--- src/rtl/vecmac_lane_accumulator.sv ---
// Reduction half of the int8 vector MAC: sums four 16-bit lane products per beat,
// accumulates cfg_len beats per vector and queues finished dot products in a 2-entry FIFO.
module vecmac_lane_accumulator #(
    parameter int ACC_W = 32,
    parameter int LEN_W = 8
) (
    input  logic             clk,
    input  logic             rst_n,
    input  logic             clear,
    input  logic [LEN_W-1:0] cfg_len,
    input  logic             in_valid,
    input  logic [63:0]      in_product,
    output logic             res_valid,
    input  logic             res_ready,
    output logic [ACC_W-1:0] res_data,
    output logic             res_ovf,
    output logic             busy,
    output logic             err_drop
);

    logic [LEN_W-1:0] cnt_q, cnt_d;
    logic [LEN_W-1:0] len_q, len_d;
    logic             s1_valid_q, s1_valid_d;
    logic [17:0]      s1_sum_q, s1_sum_d;
    logic             s1_first_q, s1_first_d;
    logic             s1_last_q, s1_last_d;
    logic             s2_valid_q, s2_valid_d;
    logic             s2_last_q, s2_last_d;
    logic [ACC_W-1:0] acc_q, acc_d;
    logic             ovf_q, ovf_d;

    logic [ACC_W-1:0] mem_data_q [2];
    logic [ACC_W-1:0] mem_data_d [2];
    logic             mem_ovf_q [2];
    logic             mem_ovf_d [2];
    logic             wr_ptr_q, wr_ptr_d;
    logic             rd_ptr_q, rd_ptr_d;
    logic [1:0]       count_q, count_d;
    logic             err_drop_q, err_drop_d;

    logic             beat_first_s;
    logic             beat_last_s;
    logic [LEN_W-1:0] eff_len_s;
    logic [17:0]      lane_sum_s;
    logic [ACC_W:0]   acc_sum_s;
    logic             push_s;
    logic             pop_s;
    logic             push_ok_s;

    assign lane_sum_s = 18'(in_product[15:0])  + 18'(in_product[31:16])
                      + 18'(in_product[47:32]) + 18'(in_product[63:48]);

    // Vector framing: the length is captured only on a first beat so mid-vector cfg_len edits are ignored
    always_comb begin
        beat_first_s = (cnt_q == '0);
        if (beat_first_s) begin
            eff_len_s = (cfg_len == '0) ? LEN_W'(1) : cfg_len;
        end else begin
            eff_len_s = len_q;
        end
        beat_last_s = (cnt_q == (eff_len_s - LEN_W'(1)));
    end

    // Pipeline next state: S1 registers the lane sum and flags, S2 accumulates
    always_comb begin
        cnt_d      = cnt_q;
        len_d      = len_q;
        s1_valid_d = s1_valid_q;
        s1_sum_d   = s1_sum_q;
        s1_first_d = s1_first_q;
        s1_last_d  = s1_last_q;
        s2_valid_d = s2_valid_q;
        s2_last_d  = s2_last_q;
        acc_d      = acc_q;
        ovf_d      = ovf_q;
        acc_sum_s  = {1'b0, acc_q} + (ACC_W+1)'(s1_sum_q);
        if (clear) begin
            cnt_d      = '0;
            s1_valid_d = 1'b0;
            s2_valid_d = 1'b0;
            s2_last_d  = 1'b0;
            acc_d      = '0;
            ovf_d      = 1'b0;
        end else begin
            s1_valid_d = in_valid;
            if (in_valid) begin
                s1_sum_d   = lane_sum_s;
                s1_first_d = beat_first_s;
                s1_last_d  = beat_last_s;
                if (beat_first_s) begin
                    len_d = eff_len_s;
                end else begin
                    len_d = len_q;
                end
                cnt_d = beat_last_s ? '0 : (cnt_q + LEN_W'(1));
            end else begin
                cnt_d = cnt_q;
            end
            s2_valid_d = s1_valid_q;
            if (s1_valid_q) begin
                s2_last_d = s1_last_q;
                if (s1_first_q) begin
                    acc_d = ACC_W'(s1_sum_q);
                    ovf_d = 1'b0;
                end else begin
                    acc_d = acc_sum_s[ACC_W-1:0];
                    ovf_d = ovf_q | acc_sum_s[ACC_W];
                end
            end else begin
                s2_last_d = s2_last_q;
            end
        end
    end

    // Result FIFO: a push into a full buffer survives only when the head is popped on the same edge
    always_comb begin
        mem_data_d = mem_data_q;
        mem_ovf_d  = mem_ovf_q;
        wr_ptr_d   = wr_ptr_q;
        rd_ptr_d   = rd_ptr_q;
        count_d    = count_q;
        err_drop_d = err_drop_q;
        push_s     = s2_valid_q & s2_last_q & ~clear;
        pop_s      = (count_q != 2'd0) & res_ready;
        push_ok_s  = push_s & ((count_q != 2'd2) | pop_s);
        if (push_ok_s) begin
            mem_data_d[wr_ptr_q] = acc_q;
            mem_ovf_d[wr_ptr_q]  = ovf_q;
            wr_ptr_d             = ~wr_ptr_q;
        end else if (push_s) begin
            err_drop_d = 1'b1;
        end else begin
            err_drop_d = err_drop_q;
        end
        if (pop_s) begin
            rd_ptr_d = ~rd_ptr_q;
        end else begin
            rd_ptr_d = rd_ptr_q;
        end
        case ({push_ok_s, pop_s})
            2'b10:   count_d = count_q + 2'd1;
            2'b01:   count_d = count_q - 2'd1;
            default: count_d = count_q;
        endcase
    end

    // State registers with synchronous active-low reset
    always_ff @(posedge clk) begin
        if (!rst_n) begin
            cnt_q         <= '0;
            len_q         <= '0;
            s1_valid_q    <= 1'b0;
            s1_sum_q      <= '0;
            s1_first_q    <= 1'b0;
            s1_last_q     <= 1'b0;
            s2_valid_q    <= 1'b0;
            s2_last_q     <= 1'b0;
            acc_q         <= '0;
            ovf_q         <= 1'b0;
            mem_data_q[0] <= '0;
            mem_data_q[1] <= '0;
            mem_ovf_q[0]  <= 1'b0;
            mem_ovf_q[1]  <= 1'b0;
            wr_ptr_q      <= 1'b0;
            rd_ptr_q      <= 1'b0;
            count_q       <= 2'd0;
            err_drop_q    <= 1'b0;
        end else begin
            cnt_q         <= cnt_d;
            len_q         <= len_d;
            s1_valid_q    <= s1_valid_d;
            s1_sum_q      <= s1_sum_d;
            s1_first_q    <= s1_first_d;
            s1_last_q     <= s1_last_d;
            s2_valid_q    <= s2_valid_d;
            s2_last_q     <= s2_last_d;
            acc_q         <= acc_d;
            ovf_q         <= ovf_d;
            mem_data_q[0] <= mem_data_d[0];
            mem_data_q[1] <= mem_data_d[1];
            mem_ovf_q[0]  <= mem_ovf_d[0];
            mem_ovf_q[1]  <= mem_ovf_d[1];
            wr_ptr_q      <= wr_ptr_d;
            rd_ptr_q      <= rd_ptr_d;
            count_q       <= count_d;
            err_drop_q    <= err_drop_d;
        end
    end

    assign res_valid = (count_q != 2'd0);
    assign res_data  = mem_data_q[rd_ptr_q];
    assign res_ovf   = mem_ovf_q[rd_ptr_q];
    assign busy      = (cnt_q != '0) | s1_valid_q | s2_valid_q;
    assign err_drop  = err_drop_q;

endmodule
--- config.mk ---
export PLATFORM = sky130hd
export DESIGN_NAME = vecmac_lane_accumulator
export DESIGN_NICKNAME = d
export VERILOG_FILES = /design/src/rtl/vecmac_lane_accumulator.sv
export SDC_FILE = /design/constraint.sdc
export NUM_CORES = 1
export LEC_CHECK = 0
export CORE_AREA = 5 5 164 166
export DETAILED_ROUTE_END_ITERATION = 8
export DIE_AREA = 0 0 169 171
export GPL_ROUTABILITY_DRIVEN = 0
export HOLD_SLACK_MARGIN = 0.02
export PLACE_DENSITY = 0.64
export SLEW_MARGIN = 20
export SYNTH_ARGS = -nofsm -noshare
export SYNTH_HDL_FRONTEND = slang
export SYNTH_SLANG_ARGS = --single-unit
--- constraint.sdc ---
create_clock -name clk -period 5.9 [get_ports clk]
set_input_delay 1.18 -clock clk [delete_from_list [all_inputs] [get_ports clk]]
set_output_delay 1.18 -clock clk [all_outputs]
set_load 0.01 [all_outputs]
==> results.yml, run 1 <==
run_status:
  outcome: "complete, no violations"
route:
  wl_met1_mm: 10.3
  wl_met3_mm: 1.19
  wl_mm: 21.4
  dr.first_iter.drc_count: 536
  avgViaCountPerCell: 4.93
  vias: 7446
  top_layer: "met4"
  wl_per_cell_um: 14.2
  post-route-drc-count: 0
  drt_first_pass_iters: 5
  wl_met2_mm: 9.61
  drtAntennaViolNets: 0
timing:
  finalClockSkew_ns: 0.00877
  rsz0062_at_grt: "false"
  period_needed_ns: 4.63
  hold_violations: 0
  setup_viol: 0
  maxSlewHeadroom: 0.308
  tns_ns: 0
  period_share: 0.786
  tightestPinTransition_ns: 1.04
  finalMaxSlewViolations: 0
  fmaxAchievable_ghz: 0.216
worst_setup_path:
  crit_slowest_cell: "fa_1"
  cp-startpoint: "in_product[1]"
  timing.rr.start: "cnt_q[0]"
  cpMostUsedCell: "fa_1"
  worst_setup_path_end_kind: "flip-flop"
  worst_ep_required_time_ns: 6.17
  cpPeakStageDelay_ns: 0.53
  worstSetupStartpointType: "input port"
  crit_arrival_ns: 4.90
  worstSetupPathType: "input port to flip-flop"
  cp_max_fo: 4
  cp_cell_sequence: "clkdlybuf4s50_1 -> inv_1 -> fa_1 -> inv_1 -> fa_1 -> ha_1 -> fa_1 -> a211oi_1 -> o21bai_1 -> a21oi_1 -> o21ai_0 -> a221o_1 -> xor2_1 -> nand2_1 -> a21oi_1"
hold_path:
  hold_class: "flip-flop to flip-flop"
  min_from: "mem_data_q[52]"
run:
  maxCapViolCount: 0
die:
  die_y_um: 171
  die_w_um: 169
  core_um2: 25500
  start_util: 0.339
  io_pins: 113
  num_rows: 59
  dieArea_um2: 28900
synth:
  synth_top_cell_by_area: "dfxtp_1"
  synth_edf_count: 0
  synth-seq-cells: 143
  synthesis.nets: 1225
  synthArstFlopShare: 0
  synth_top_area_frac: 0.331
  synth_flop_cell: "dfxtp_1"
  synth_area_leaders: "dfxtp_1, nand2_1, a21oi_1"
  synthCells: 1076
  yosys.cell_types.count: 61
  synth_area_um2: 8640
  avgSynthCellArea_um2: 8.03
  synth_warnings: 0
  ys_seq_area_frac: 0.331
pwr:
  internal_power_mw: 2.07
  p_seq_frac: 0.358
  pwr-share-comb: 0.225
  power_frac_clock: 0.417
  netSwitchingFraction: 0.283
  p_leak_nw: 4.22
  powerDensity_nw_per_um2: 270
  switchingPower_mw: 0.815
  peakVddDrop_mv: 0.229
clock_tree:
  clkSinkCount: 143
  cts_htree_levels: 4
  insertion_delay_ns: 0.43
  cts_tree: "built"
  cts_made_buffers: 17
  root_buffer: "clkbuf_16"
  ctsResizeCount: 0
  cts_setup_buffers: 0
  clkTransAtPathRegs_ns: 0.06
  clockBufferDepth: 2
  cts-hold-fix-buffers: 0
cells_and_area:
  fin_nets: 1311
  fin_cells: 1510
  fill_cells: 2588
  syn2layout_area_growth_pct: 23.7
  seqCellArea_um2: 2860
  diodes: 0
  multi_input_area_um2: 5220
  finalCoreUtilization: 0.420
  drive_gt1_frac: 0.0715
global_route:
  grtUsageTotal: 0.151
  gr-total-overflow: 0
  grt_pass1_vias: 7293
  grt_max_degree: 96
  grt_pass1_wl_mm: 36.1
  antenna_found_initial: 0
placement:
  dp_hpwl_mm: 15.6
  io_buffers: 112
  dp.cells: 1478
[synth_stat cells (all sizes together), types with 13 or more instances]
library cell  number
a211oi            19
a21o              14
a21oi            148
clkbuf            43
dfxtp            143
fa                33
ha                39
inv               92
mux2              34
mux2i             13
nand2            213
nand3             13
nor2              52
o21ai             43
or3               14
xnor2             22
xor2              21
[worst max-delay path: cells and delay by family]
kind,cells,cell delay (ns)
and+or+nand+nor,1,0.07
buffers and inverters,3,0.55
adders and majority gates,4,1.65
AOI/OAI and AO/OA,6,1.30
xor gates and xnor gates,1,0.15
[worst paths after layout]
| check | cells past startpoint | to | slack (ns) |
|---|---|---|---|
| setup / recovery | 15 | s1_sum_q[15] | 1.27 |
| hold / removal | 2 | mem_data_q[52] | 0.45 |
| setup reg to reg | 13 | cnt_q[2] | 2.07 |
| hold reg to reg | 2 | mem_data_q[52] | 0.45 |
[flip-flops by register name, summed over array words and instances, names as in the netlist]
register    cells
count_q         2
s2_last_q       1
cnt_q           8
mem_ovf_q       2
err_drop        1
s1_first_q      1
s1_valid_q      1
wr_ptr_q        1
s2_valid_q      1
s1_sum_q       18
len_q           8
ovf_q           1
s1_last_q       1
rd_ptr_q        1
acc_q          32
mem_data_q     64
[per-stage QoR]
stage          power [mW]  setup WS (ns)  area, µm²  hold WS (ns)
6_report             2.88           1.27      10700         0.450
3_3_place_gp         1.69          0.903      10000         0.439
5_1_grt              3.05          0.948      10700         0.469
4_1_cts              2.91           1.29      10700         0.451
2_1_floorplan        1.51           1.59       8640         0.433
3_5_place_dp         1.70          0.829      10000         0.443
[cells by family (layout without fill, tap and decap cells)]
| family | count (synthesis) | in the layout | synth area share |
|---|---|---|---|
| compound gates | 283 | 283 | 0.193 |
| mux | 47 | 47 | 0.0608 |
| xor+xnor | 43 | 43 | 0.0436 |
| simple gates | 342 | 342 | 0.172 |
| buf+inv | 146 | 245 | 0.0665 |
| fa+ha+maj | 72 | 72 | 0.133 |
| flops | 143 | 143 | 0.331 |
[layout by cell type, fill, tap and decap left out, drive strengths merged, types with 6 or more instances in the layout]
cell             n
a211oi          19
or3             14
a21o            14
mux2i           13
clkdlybuf4s50  112
buf              7
nor2b            8
a31oi            6
mux2            34
inv             95
nor3             9
o21bai           6
and3             9
nand2          213
clkbuf          20
fa              33
xor2            21
nand3           13
nor2            52
ha              39
o21ai           43
a21oi          148
o21a            11
dfxtp          143
xnor2           22
[power groups by stage]
stage	clock network, mW	logic [mW]	registers, mW
global placement	0	0.638	1.05
finish	1.20	0.649	1.03
detailed placement	0	0.649	1.05
floorplan	0	0.480	1.03
global route	1.27	0.741	1.03
CTS	1.23	0.654	1.03
[per-layer routing]
layer,up-vias,GRT usage
li1,3812,-
met1,3432,0.199
met2,178,0.248
met3,24,0.0360
met4,0,0.0469
met5,-,0
[cell type report]
class / count / area share
tap: 335 / 0.0392
multi-input combinational: 787 / 0.488
sequential: 143 / 0.268
inverter: 94 / 0.0330
clock buffer: 20 / 0.0427
clock inverter: 12 / 0.0193
timing repair buffer: 119 / 0.110
Power figures use the tool's default switching activity.
==> run 2, diff against run 1 <==
==> constraint.sdc (replaced) <==
create_clock -name clk -period 4.7 [get_ports clk]
set_input_delay 0.94 -clock clk [delete_from_list [all_inputs] [get_ports clk]]
set_output_delay 0.94 -clock clk [all_outputs]
set_load 0.01 [all_outputs]
==> results.yml, run 2 (synthesized netlist as in run 1, its figures left out) <==
run_status:
  outcome: "complete, no violations"
worst_setup_path:
  worstSetupStartpointType: "input port"
  worst_ep_required_time_ns: 4.98
  rrSetupSlack_ns: 0.88
  crit_slowest_cell: "fa_1"
  cp_max_fo: 2
  cp_cell_sequence: "clkdlybuf4s50_1 -> inv_1 -> fa_1 -> inv_1 -> fa_1 -> ha_1 -> fa_1 -> a211oi_1 -> o21bai_1 -> a21oi_1 -> o21ai_0 -> a221o_1 -> xor2_1 -> nand2_1 -> a21oi_1"
  worst_setup_path_end_kind: "flip-flop"
  cpMostUsedCell: "fa_1"
  crit_arrival_ns: 4.43
  worstSetupPathType: "input port to flip-flop"
  cpPeakStageDelay_ns: 0.52
timing:
  tns_ns: 0
  finalMaxSlewViolations: 0
  period_share: 0.885
  fmaxAchievable_ghz: 0.241
  maxSlewHeadroom: 0.310
  setup_viol: 0
  rsz0062_at_grt: "false"
  period_needed_ns: 4.16
  tightestPinTransition_ns: 1.04
  hold_violations: 0
  finalClockSkew_ns: 0.0133
global_route:
  grtUsageTotal: 0.151
  grt_pass1_vias: 7245
  grt_pass1_wl_mm: 36.0
  grt_max_degree: 96
  antenna_found_initial: 1
  gr-total-overflow: 0
die:
  num_rows: 59
  core_um2: 25500
  io_pins: 113
  dieArea_um2: 28900
  die_y_um: 171
  start_util: 0.339
  die_w_um: 169
clock_tree:
  cts_setup_buffers: 0
  cts-hold-fix-buffers: 0
  clkTransAtPathRegs_ns: 0.06
  cts_made_buffers: 17
  cts_htree_levels: 4
  cts_tree: "built"
  ctsResizeCount: 0
  insertion_delay_ns: 0.44
  clockBufferDepth: 2
  root_buffer: "clkbuf_16"
  clkSinkCount: 143
route:
  dr.first_iter.drc_count: 607
  drt_first_pass_iters: 5
  drtAntennaViolNets: 0
  post-route-drc-count: 0
  wl_mm: 21.3
  wl_per_cell_um: 14.1
  avgViaCountPerCell: 4.94
  vias: 7487
pwr:
  peakVddDrop_mv: 0.271
  powerDensity_nw_per_um2: 329
  p_leak_nw: 4.21
placement:
  io_buffers: 112
  dp_hpwl_mm: 15.6
  place_area_um2: 10100
cells_and_area:
  fin_area_um2: 10700
  largest_register_ffs: 64
  seqCellArea_um2: 2860
  largest-register: "mem_data_q"
  largestRegisters: "mem_data_q: 64 flops, acc_q: 32 flops, s1_sum_q: 18 flops"
  drive_gt1_frac: 0.0729
  mostFrequentLayoutCell: "nand2_1"
  fill_cells: 2579
  final_cell_mix: "nand2_1, a21oi_1, dfxtp_1, clkdlybuf4s50_1, inv_1"
  multi_input_area_um2: 5210
  fin_nets: 1316
  syn2layout_area_growth_pct: 23.4
hold_path:
  hold_class: "flip-flop to flip-flop"
run:
  maxCapViolCount: 0
## run 2: area by class of cell
type	instances	share of cell area
Tap cell	335	0.0393
Antenna cell	1	0.000235
Timing Repair Buffer	124	0.114
Clock buffer	20	0.0419
Multi-Input combinational cell	787	0.489
Inverter	94	0.0331
Sequential cell	143	0.268
Clock inverter	12	0.0149
## run 2: worst paths after layout
kind	start	endpoint	cells past startpoint
worst max-delay path	in_product[1]	s1_sum_q[15]	15
worst min register to register	mem_data_q[27]	mem_data_q[27]	2
worst min-delay path	mem_data_q[27]	mem_data_q[27]	2
worst max register to register	cnt_q[0]	cnt_q[6]	13
## run 2: worst max-delay path, delay by kind of cell
family | cells | cell delay (ns)
buffers and inverters | 3 | 0.55
adder cells (fa/ha/maj) | 4 | 1.61
AO/OA/AOI/OAI | 6 | 1.11
XOR/XNOR | 1 | 0.15
AND/OR/NAND/NOR | 1 | 0.07
## run 2: routing by layer
layer | track usage | wire length [µm]
met1 | 0.200 | 10000
met2 | 0.245 | 9580
met3 | 0.0414 | 1460
met4 | 0.0399 | 263
met5 | 0 | 0
## run 2: power breakdown
part	internal [mW]	total [mW]	switching [mW]
Combinational	0.382	0.827	0.445
Clock	0.853	1.39	0.541
Sequential	1.25	1.29	0.0397
Total	2.48	3.51	1.03
## run 2: through the flow
stage          worst slack, ns  power [mW]  utilization  hold WS [ns]  instances
2_1_floorplan            0.627        1.90            -         0.433       1076
3_3_place_gp             0.128        2.13        0.395         0.439       1483
3_5_place_dp            0.0788        2.14        0.395         0.443       1483
4_1_cts                  0.545        3.54        0.419         0.453       1515
5_1_grt                  0.283        3.71        0.419         0.463       1516
6_report                 0.542        3.51        0.419         0.450       1516
==> run 3, diff against run 2 <==
--- a/config.mk
+++ b/config.mk
@@ -5,9 +5,9 @@
 export SDC_FILE = /design/constraint.sdc
 export NUM_CORES = 1
 export LEC_CHECK = 0
-export CORE_AREA = 5 5 164 166
+export CORE_AREA = 5 5 118 231
 export DETAILED_ROUTE_END_ITERATION = 8
-export DIE_AREA = 0 0 169 171
+export DIE_AREA = 0 0 123 236
 export GPL_ROUTABILITY_DRIVEN = 0
 export HOLD_SLACK_MARGIN = 0.02
 export PLACE_DENSITY = 0.64
==> constraint.sdc (replaced) <==
create_clock -name clk -period 4.7 [get_ports clk]
set_input_delay 0.47 -clock clk [delete_from_list [all_inputs] [get_ports clk]]
set_output_delay 0.47 -clock clk [all_outputs]
set_load 0.01 [all_outputs]
==> results.yml, run 3 (synthesized netlist as in run 1, its figures left out) <==
pwr:
  switchingPower_mw: 0.977
  pwr-share-comb: 0.228
  netSwitchingFraction: 0.282
  peakVddDrop_mv: 0.263
  power_frac_clock: 0.400
  p_leak_nw: 4.22
  p_seq_frac: 0.372
  internal_power_mw: 2.48
  powerDensity_nw_per_um2: 324
  totalPowerFinal_mw: 3.46
cells_and_area:
  largestRegisters: "mem_data_q: 64 flops, acc_q: 32 flops, s1_sum_q: 18 flops"
  syn2layout_area_growth_pct: 23.5
  largest-register: "mem_data_q"
  largest_register_ffs: 64
  fin_nets: 1316
  mostFrequentLayoutCell: "nand2_1"
  finalCoreUtilization: 0.424
  drive_gt1_frac: 0.0746
  final_cell_mix: "nand2_1, a21oi_1, dfxtp_1, clkdlybuf4s50_1, inv_1"
  diodes: 0
die:
  io_pins: 113
  die_w_um: 123
  die_y_um: 236
  core_um2: 25100
  start_util: 0.344
  num_rows: 82
  dieArea_um2: 29000
run:
  maxCapViolCount: 0
timing:
  period_share: 0.825
  finalMaxSlewViolations: 0
  period_needed_ns: 3.88
  finalClockSkew_ns: 0.0106
  setup_viol: 0
  rsz0062_at_grt: "false"
  fmaxAchievable_ghz: 0.258
  tns_ns: 0
  hold_violations: 0
  maxSlewHeadroom: 0.293
  hold_ws_ns: 0.452
  tightestPinTransition_ns: 1.06
clock_tree:
  cts-hold-fix-buffers: 0
  cts_setup_buffers: 0
  ctsResizeCount: 0
  clkSinkCount: 143
  insertion_delay_ns: 0.43
  cts_made_buffers: 17
  cts_tree: "built"
  clockBufferDepth: 2
  cts_htree_levels: 4
  clkTransAtPathRegs_ns: 0.06
  root_buffer: "clkbuf_16"
placement:
  dp_hpwl_mm: 15.7
  io_buffers: 112
global_route:
  grt_pass1_vias: 7543
  gr-total-overflow: 0
  grt_pass1_wl_mm: 34.7
  grt_max_degree: 96
  grtUsageTotal: 0.146
  antenna_found_initial: 0
route:
  avgViaCountPerCell: 4.95
  drtAntennaViolNets: 0
  dr.first_iter.drc_count: 298
  wl_per_cell_um: 13.7
  drt_first_pass_iters: 5
  vias: 7505
  wl_mm: 20.8
  post-route-drc-count: 0
worst_setup_path:
  worst_setup_path_end_kind: "flip-flop"
  worstSetupPathType: "input port to flip-flop"
  worst_ep_required_time_ns: 4.97
  worstSetupStartpointType: "input port"
  crit_arrival_ns: 4.15
  cp_max_fo: 3
hold_path:
  hold_class: "flip-flop to flip-flop"
run_status:
  outcome: "complete, no violations"
## run 3: layout make-up
type / instances / area, µm²
well taps: 336 / 420
repair buffers: 124 / 1210
multi-input cells: 787 / 5210
fillers: 2571 / 14500
flip-flops and latches: 143 / 2860
clock inverters: 13 / 161
clock buffers: 19 / 453
inverters: 94 / 353
## run 3: stage by stage
stage | cell area, µm² | setup WS, ns | std cells
final | 10700 | 0.823 | 1516
after global routing | 10700 | 0.574 | 1516
after CTS | 10700 | 0.771 | 1516
after detailed placement | 10100 | 0.321 | 1484
after global placement | 10100 | 0.350 | 1484
after floorplan | 8640 | 1.10 | 1076
## run 3: final timing paths
path | slack (ns) | to | depth (start not counted) | from
worst max-delay path | 0.82 | s1_sum_q[15] | 15 | in_product[1]
worst min-delay path | 0.45 | mem_data_q[23] | 2 | mem_data_q[23]
worst max register to register | 0.82 | cnt_q[2] | 13 | cnt_q[0]
worst min register to register | 0.45 | mem_data_q[23] | 2 | mem_data_q[23]
## run 3: critical path: stages
cell and delay [ns]:
clkdlybuf4s50_1 0.45, inv_1 0.05, fa_1 0.52, inv_1 0.05, fa_1 0.45, ha_1 0.24, fa_1 0.43, a211oi_1 0.35
o21bai_1 0.12, a21oi_1 0.24, o21ai_0 0.14, a221o_1 0.35, xor2_1 0.15, nand2_1 0.06, a21oi_1 0.06
## run 3: power groups by stage
stage / Combinational, mW / Clock, mW / Sequential [mW]
after floorplan: 0.603 / 0 / 1.30
after global placement: 0.786 / 0 / 1.31
after detailed placement: 0.795 / 0 / 1.31
after CTS: 0.799 / 1.42 / 1.29
after global routing: 0.904 / 1.47 / 1.29
final: 0.790 / 1.38 / 1.29
## run 3: routing by layer
layer,vias up,track usage,part of all wire
li1,3820,-,-
met3,40,0.0278,0.034
met1,3496,0.144,0.37
met4,0,0.0642,0.034
met2,149,0.286,0.56
met5,-,0,0
